### src/rtl/complement_pkg.sv
// Shared types for complement_unit: operation modes, result flag layout and mode helpers.
// Optional saturation is selected by COMPLEMENT_UNIT_SAT_EN in complement_unit.sv.
package complement_pkg;

    typedef enum logic [1:0] {
        NOT  = 2'd0,
        NEG  = 2'd1,
        ABS  = 2'd2,
        PASS = 2'd3
    } op_mode_t;

    localparam int FLAG_ZERO  = 0;
    localparam int FLAG_CARRY = 1;
    localparam int FLAG_OVF   = 2;
    localparam int FLAG_W     = 3;

    typedef logic [FLAG_W-1:0] flags_t;

    // Modes that go through the ~a + 1 adder and can therefore overflow
    function automatic logic is_arith(input op_mode_t mode);
        logic res;
        case (mode)
            NEG:     res = 1'b1;
            ABS:     res = 1'b1;
            default: res = 1'b0;
        endcase
        return res;
    endfunction

endpackage

### src/rtl/complement_stage.sv
// One-entry valid/ready pipeline register; accepts when empty or when its
// entry drains on the same edge, so a chain of these runs at full rate.
module complement_stage #(
    parameter int              WIDTH     = 8,
    parameter logic [WIDTH-1:0] RESET_VAL = '0
) (
    input  logic             clk,
    input  logic             rst_n,
    input  logic             in_valid,
    output logic             in_ready,
    input  logic [WIDTH-1:0] in_data,
    output logic             out_valid,
    input  logic             out_ready,
    output logic [WIDTH-1:0] out_data
);

    logic             valid_q;
    logic             valid_d;
    logic [WIDTH-1:0] data_q;
    logic [WIDTH-1:0] data_d;
    logic             load_s;
    logic             drain_s;

    // Ready is forced low while reset is held so nothing is accepted mid-reset
    assign in_ready  = rst_n & (~valid_q | out_ready);
    assign out_valid = valid_q;
    assign out_data  = data_q;

    // Next-state for occupancy and payload; payload only moves on a load
    always_comb begin
        load_s  = in_valid & in_ready;
        drain_s = valid_q & out_ready;
        valid_d = valid_q;
        data_d  = data_q;
        if (load_s) begin
            valid_d = 1'b1;
            data_d  = in_data;
        end else if (drain_s) begin
            valid_d = 1'b0;
        end else begin
            valid_d = valid_q;
        end
    end

    // Stage state register
    always_ff @(posedge clk or negedge rst_n) begin
        if (!rst_n) begin
            valid_q <= 1'b0;
            data_q  <= RESET_VAL;
        end else begin
            valid_q <= valid_d;
            data_q  <= data_d;
        end
    end

endmodule

### src/rtl/complement_unit.sv
// Two-stage NOT/NEG/ABS/PASS unit with valid/ready handshakes and status flags.
// Define COMPLEMENT_UNIT_SAT_EN to saturate overflowing NEG/ABS results.
module complement_unit
    import complement_pkg::*;
#(
    parameter int               WIDTH        = 8,
    parameter logic [WIDTH-1:0] RESET_RESULT = '0
) (
    input  logic             clk,
    input  logic             rst_n,
    input  logic             in_valid,
    output logic             in_ready,
    input  logic [WIDTH-1:0] in_data,
    input  logic [1:0]       in_mode,
    output logic             out_valid,
    input  logic             out_ready,
    output logic [WIDTH-1:0] out_data,
    output logic [2:0]       out_flags
);

    localparam int S1_W = WIDTH + 2;
    localparam int S2_W = WIDTH + FLAG_W;
    localparam logic [WIDTH-1:0] MIN_NEG = {1'b1, {(WIDTH-1){1'b0}}};
    localparam logic [WIDTH-1:0] MAX_POS = {1'b0, {(WIDTH-1){1'b1}}};
    localparam logic [S2_W-1:0]  S2_RESET = {{FLAG_W{1'b0}}, RESET_RESULT};

    logic            s1_valid_s;
    logic            s1_ready_s;
    logic [S1_W-1:0] s1_data_s;
    logic            s2_ready_s;
    logic [S2_W-1:0] s2_in_data_s;
    logic [S2_W-1:0] s2_data_s;

    logic [WIDTH-1:0] a_s;
    op_mode_t         mode_s;
    logic [WIDTH:0]   neg_sum_s;
    logic [WIDTH-1:0] result_s;
    logic             ovf_s;
    flags_t           flags_s;

    complement_stage #(
        .WIDTH     (S1_W),
        .RESET_VAL ({S1_W{1'b0}})
    ) u_stage1 (
        .clk       (clk),
        .rst_n     (rst_n),
        .in_valid  (in_valid),
        .in_ready  (s1_ready_s),
        .in_data   ({in_mode, in_data}),
        .out_valid (s1_valid_s),
        .out_ready (s2_ready_s),
        .out_data  (s1_data_s)
    );

    assign in_ready = s1_ready_s;

    // Operation datapath between the stages; carry is the ~a + 1 carry-out
    always_comb begin
        a_s       = s1_data_s[WIDTH-1:0];
        mode_s    = op_mode_t'(s1_data_s[WIDTH+1:WIDTH]);
        neg_sum_s = {1'b0, ~a_s} + {{WIDTH{1'b0}}, 1'b1};
        ovf_s     = is_arith(mode_s) & (a_s == MIN_NEG);
        result_s  = a_s;
        flags_s   = '0;
        case (mode_s)
            NOT: begin
                result_s = ~a_s;
            end
            NEG: begin
                result_s            = neg_sum_s[WIDTH-1:0];
                flags_s[FLAG_CARRY] = neg_sum_s[WIDTH];
            end
            ABS: begin
                if (a_s[WIDTH-1]) begin
                    result_s = neg_sum_s[WIDTH-1:0];
                end else begin
                    result_s = a_s;
                end
                flags_s[FLAG_CARRY] = neg_sum_s[WIDTH];
            end
            PASS: begin
                result_s = a_s;
            end
            default: begin
                result_s = a_s;
            end
        endcase
`ifdef COMPLEMENT_UNIT_SAT_EN
        if (ovf_s) begin
            result_s = MAX_POS;
        end else begin
            result_s = result_s;
        end
`else
        // Two's-complement wrap already leaves the most negative value unchanged
        if (ovf_s) begin
            result_s = MIN_NEG;
        end else begin
            result_s = result_s;
        end
`endif
        flags_s[FLAG_OVF]  = ovf_s;
        flags_s[FLAG_ZERO] = (result_s == {WIDTH{1'b0}});
        s2_in_data_s       = {flags_s, result_s};
    end

    complement_stage #(
        .WIDTH     (S2_W),
        .RESET_VAL (S2_RESET)
    ) u_stage2 (
        .clk       (clk),
        .rst_n     (rst_n),
        .in_valid  (s1_valid_s),
        .in_ready  (s2_ready_s),
        .in_data   (s2_in_data_s),
        .out_valid (out_valid),
        .out_ready (out_ready),
        .out_data  (s2_data_s)
    );

    assign out_data  = s2_data_s[WIDTH-1:0];
    assign out_flags = s2_data_s[S2_W-1:WIDTH];

endmodule

### config.mk
export PLATFORM = sky130hd
export DESIGN_NAME = complement_unit
export DESIGN_NICKNAME = d
export VERILOG_FILES = /design/src/rtl/complement_pkg.sv /design/src/rtl/complement_stage.sv /design/src/rtl/complement_unit.sv
export SDC_FILE = /design/constraint.sdc
export NUM_CORES = 1
export LEC_CHECK = 0
export ABC_AREA = 1
export BUFFER_PORTS_ARGS = -buffer_cell sky130_fd_sc_hd__buf_2
export CORE_ASPECT_RATIO = 1.1
export CORE_MARGIN = 2
export CORE_UTILIZATION = 54
export CTS_CLUSTER_DIAMETER = 40
export DETAILED_ROUTE_END_ITERATION = 8
export GPL_TIMING_DRIVEN = 0
export HOLD_SLACK_MARGIN = 0.02
export PLACE_DENSITY = 0.85
export SLEW_MARGIN = 20
export SYNTH_ARGS = -nofsm -noshare
export SYNTH_HDL_FRONTEND = slang
export SYNTH_SLANG_ARGS = --single-unit
### constraint.sdc
create_clock -name clk -period 2.3 [get_ports clk]
set_input_delay 0 -clock clk [delete_from_list [all_inputs] [get_ports clk]]
set_output_delay 0 -clock clk [all_outputs]
set_load 0.005 [all_outputs]
==> impl_summary.md <==
Drt
The detailed router's first-iteration violation count is 49. After detailed routing, the number of remaining DRC violations is 0. The number of antenna-violating nets in the routed design is 0.

In the routed layout, each cell is associated on average with a via count of 4.935. After detailed routing, the average wire length per cell comes to 11.02 µm. The overall via count from detail_route is 1283. The routed wire length is 2864 µm.

The first-pass iteration count of the detailed router is 4.

Power and ir drop
For this design the static power due to leakage is 0.9549 nW. Of the total power, the clock network draws between 10% and 20%. The net switching power is 0.4504 mW. Combinational cells account for 39.0% of the total power. The largest voltage drop on the vdd net is 0.4397 mV. The internal portion of the total power is 0.7718 mW. In this run the power density over the cells is 725.2 mW/mm². Net switching is between 30% and 40% of the power. Of the total power, registers draw 45.4%.

Global route
The via count of the first global-routing pass is approximately 1200. Summed over all layers, the global routing overflow is 0. The first global-routing pass estimated 4995 µm of wire. The number of antenna violations at the first check in global routing is 0.

The overall track demand over capacity in global routing is between 20% and 30%. The maximum number of pins on one net before global-route repair is 26.

Timing
Headroom to the max-slew limit came out at 64.75%. Setup repair after global routing left no endpoint under its margin. At the pin with the least slew margin, the transition time is 0.5287 ns. The final clock period utilization by the worst path is between 80% and 90%. After routing, the total negative slack on setup checks comes to 0 ns. The top achievable clock speed is approximately 0.49 GHz. The number of pins with negative max-slew slack in the final report is 0. The hold violation total from the final report is 0. The shortest clock period the worst path allows after layout is between 2 and 2.5 ns. Setup violations remaining at the end of the flow were counted as 0. The slack of the critical path is 0.2444 ns. The final worst clock skew is 0.003988 ns.

CTS
In this run the clock root is driven by a sky130_fd_sc_hd__clkbuf_4. In this run the number of H-tree levels came out at 1. The clock passes through at most 2 buffers. The number of clock sinks seen by CTS is 23. The number of buffers inserted during clock tree synthesis is 3.

TritonCTS built the clock tree. Clock latency on the worst-skew pair, taken at its later pin, is 0.32 ns. The clock-pin slew on the worst setup and hold paths is ~0.13 ns.

Place
The worst setup slack before clock tree synthesis is 0.3158 ns. The number of input and output port buffers inserted is 26. The congestion estimate from routability-driven global placement came to 0.7985. Detailed placement finished with a half-perimeter wire length of 2071 µm. The instance count after placement with tap cells included is 243. The post-detailed-placement cell area is between 0.0015 and 0.002 mm².

Finish
The number of nets in the layout is 250. The number of antenna cells inserted is 0. The layout overhead on the synthesized area is 24.26%. The ratio of cells with drive above 1 in the final layout is 20.96%. The library cells used most frequently in the layout, excluding fill and tap cells, are 61 x sky130_fd_sc_hd__nand2_1, 29 x sky130_fd_sc_hd__buf_2, 23 x sky130_fd_sc_hd__dfrtp_1.

After routing the design area is between 0.0015 and 0.002 mm². The final instance count without filler cells is 260. The final design utilization is 68.83%.

The most common cell after layout, fill and taps aside is sky130_fd_sc_hd__nand2_1.

Synth
The post-synth net total is 206. The count of synthesis-stage warnings from yosys is 0. In this run, distinct cell masters in the synthesized netlist total 21. The share of the Yosys chip area taken by registers is about 42%.

The gate count after technology mapping is 186. After synthesis the cells add up to 0.001356 mm². Counting flops and latches in the post-synthesis netlist gives 23. A synthesized cell averages between 7 and 8 µm².

Die
The initial core utilization is about 55%. From bottom edge to top edge, the die measures between 50 and 60 µm. The die outline area is 0.002929 mm². The floorplan step defined a core boundary enclosing 0.002449 mm².

For this design the top-level I/O count stands at 27. From left edge to right edge, the die measures 51.79 µm. The number of cell rows is 19.

Critical path
The cell that appears most often on the critical path is sky130_fd_sc_hd__nand2_1. The number of buffer and inverter stages on the critical path is 0. The delay of the slowest critical-path stage is 0.45 ns. The largest individual stage delay along the critical path comes from the cell sky130_fd_sc_hd__dfrtp_1. STA classifies the critical path endpoint as a register. The data required time at the worst endpoint is 2.53 ns. The largest fanout on the critical path is 4.

The kind of cell with the highest combined delay on the critical path is simple AND/OR/NAND/NOR gates. The startpoint type of the worst setup path is a register. The worst setup path is of the register to register kind.

The critical path goes through nor2_2 > nand2_1 > nor4_1 > ha_1 > o21ai_0 > nor2_1 > a21oi_1 > nor2_1 > nand2_1 > nor2_1 > nand2_1 > nand2_1. At the worst endpoint, the arrival time is 2.29 ns.

Job
The total of max-cap violations is 0.

Status
The flow ran to the end, and the final reports show no timing, DRC or antenna violations.

Worst hold path
The min-delay analysis places its worst path in the category input pin to register.
per-stage QoR:
stage	power [mW]	hold WS (ns)
2_1_floorplan	0.8679	-0.2956
3_3_place_gp	1.003	-0.0001429
3_5_place_dp	1.020	0.007694
4_1_cts	1.228	0.1126
5_1_grt	1.321	0.1601
6_report	1.222	0.1134
Yosys cell counts:
cell                        n  area [µm²]
sky130_fd_sc_hd__a22o_1     2       17.52
sky130_fd_sc_hd__nand3_1    9       45.04
sky130_fd_sc_hd__nand2_2    5       31.28
sky130_fd_sc_hd__o22a_1     1       8.760
sky130_fd_sc_hd__inv_2      4       15.01
sky130_fd_sc_hd__o21a_1     3       22.52
sky130_fd_sc_hd__nor2_4     1       11.26
sky130_fd_sc_hd__ha_1       6       75.07
sky130_fd_sc_hd__o21ai_1    1       5.000
sky130_fd_sc_hd__nor2_2     1       6.260
sky130_fd_sc_hd__dfrtp_1   23       575.6
sky130_fd_sc_hd__buf_2      3       15.01
sky130_fd_sc_hd__nor4_1     1       6.260
sky130_fd_sc_hd__o21ai_0    6       30.03
sky130_fd_sc_hd__nand2_1   61       229.0
sky130_fd_sc_hd__nand3b_2   1       11.26
sky130_fd_sc_hd__nor2_1    23       86.33
sky130_fd_sc_hd__buf_6      2       22.52
sky130_fd_sc_hd__inv_1     19       71.32
sky130_fd_sc_hd__a21oi_1   13       65.06
sky130_fd_sc_hd__a31oi_1    1       6.260
flip-flops by register name, indices dropped and copies added (netlist names):
register            flops
u_stage1.out_data      10
u_stage2.out_data      11
u_stage2.out_valid      1
u_stage1.out_valid      1
kinds of logic after synthesis:
| logic type | Yosys count | synth area share [%] |
|---|---|---|
| AND/OR/NAND/NOR | 102 | 31.46 |
| buffers and inverters | 28 | 9.132 |
| AO/OA/AOI/OAI | 27 | 11.44 |
| flip-flops | 23 | 42.44 |
| adder cells (fa/ha/maj) | 6 | 5.535 |
path summary, 6_finish.rpt:
check / start / endpoint / slack (ns) / cells past startpoint
min in group asynchronous: rst_n / u_stage2.out_data[8] / 0.17 / 2
worst max register to register: u_stage1.out_data[1] / u_stage2.out_data[8] / 0.24 / 12
max in group asynchronous: rst_n / u_stage1.out_data[2] / 1.78 / 2
worst min register to register: u_stage2.out_data[1] / u_stage2.out_data[1] / 0.49 / 2
worst min-delay path: in_valid / u_stage1.out_valid / 0.11 / 4
worst max-delay path: u_stage1.out_data[1] / u_stage2.out_data[8] / 0.24 / 12
metal layers:
metal | part of all wire, % | routed length, µm | GRT usage (%)
met1 | 43 | 1230 | 28.03
met5 | 0 | 0 | 0
met3 | 4.7 | 136 | 2.394
met4 | 1.2 | 35 | 6.767
met2 | 51 | 1462 | 39.56
power groups by stage:
stage,clock network [mW],logic [mW],registers (mW)
finish,0.190,0.477,0.555
floorplan,0,0.304,0.564
CTS,0.195,0.479,0.555
detailed placement,0,0.457,0.563
global route,0.205,0.549,0.567
global placement,0,0.447,0.556
cell type report:
class	count	area (µm²)
clock buffer	3	22.52
sequential	23	575.6
fill	216	763.2
tap	31	38.79
timing repair buffer	39	260.3
buffer	5	37.54
multi-input combinational	135	659.4
inverter	23	86.33
clock inverter	1	5.005
repair_timing:
| action | CTS | global route |
|---|---|---|
| endpoints found under the setup margin | 0 | 1 |
| gates resized for setup | 0 | 1 |
| endpoints found under the hold margin | 34 | 0 |
| setup buffers | 0 | 0 |
| hold buffers | 13 | 0 |
tightest hold or removal path, stage by stage:
cell and delay (ns):
sky130_fd_sc_hd__buf_2 0.07, sky130_fd_sc_hd__nand2_1 0.07, sky130_fd_sc_hd__buf_2 0.19, sky130_fd_sc_hd__nand2_1 0.07
Note: power is estimated with default switching activity, not from simulation.
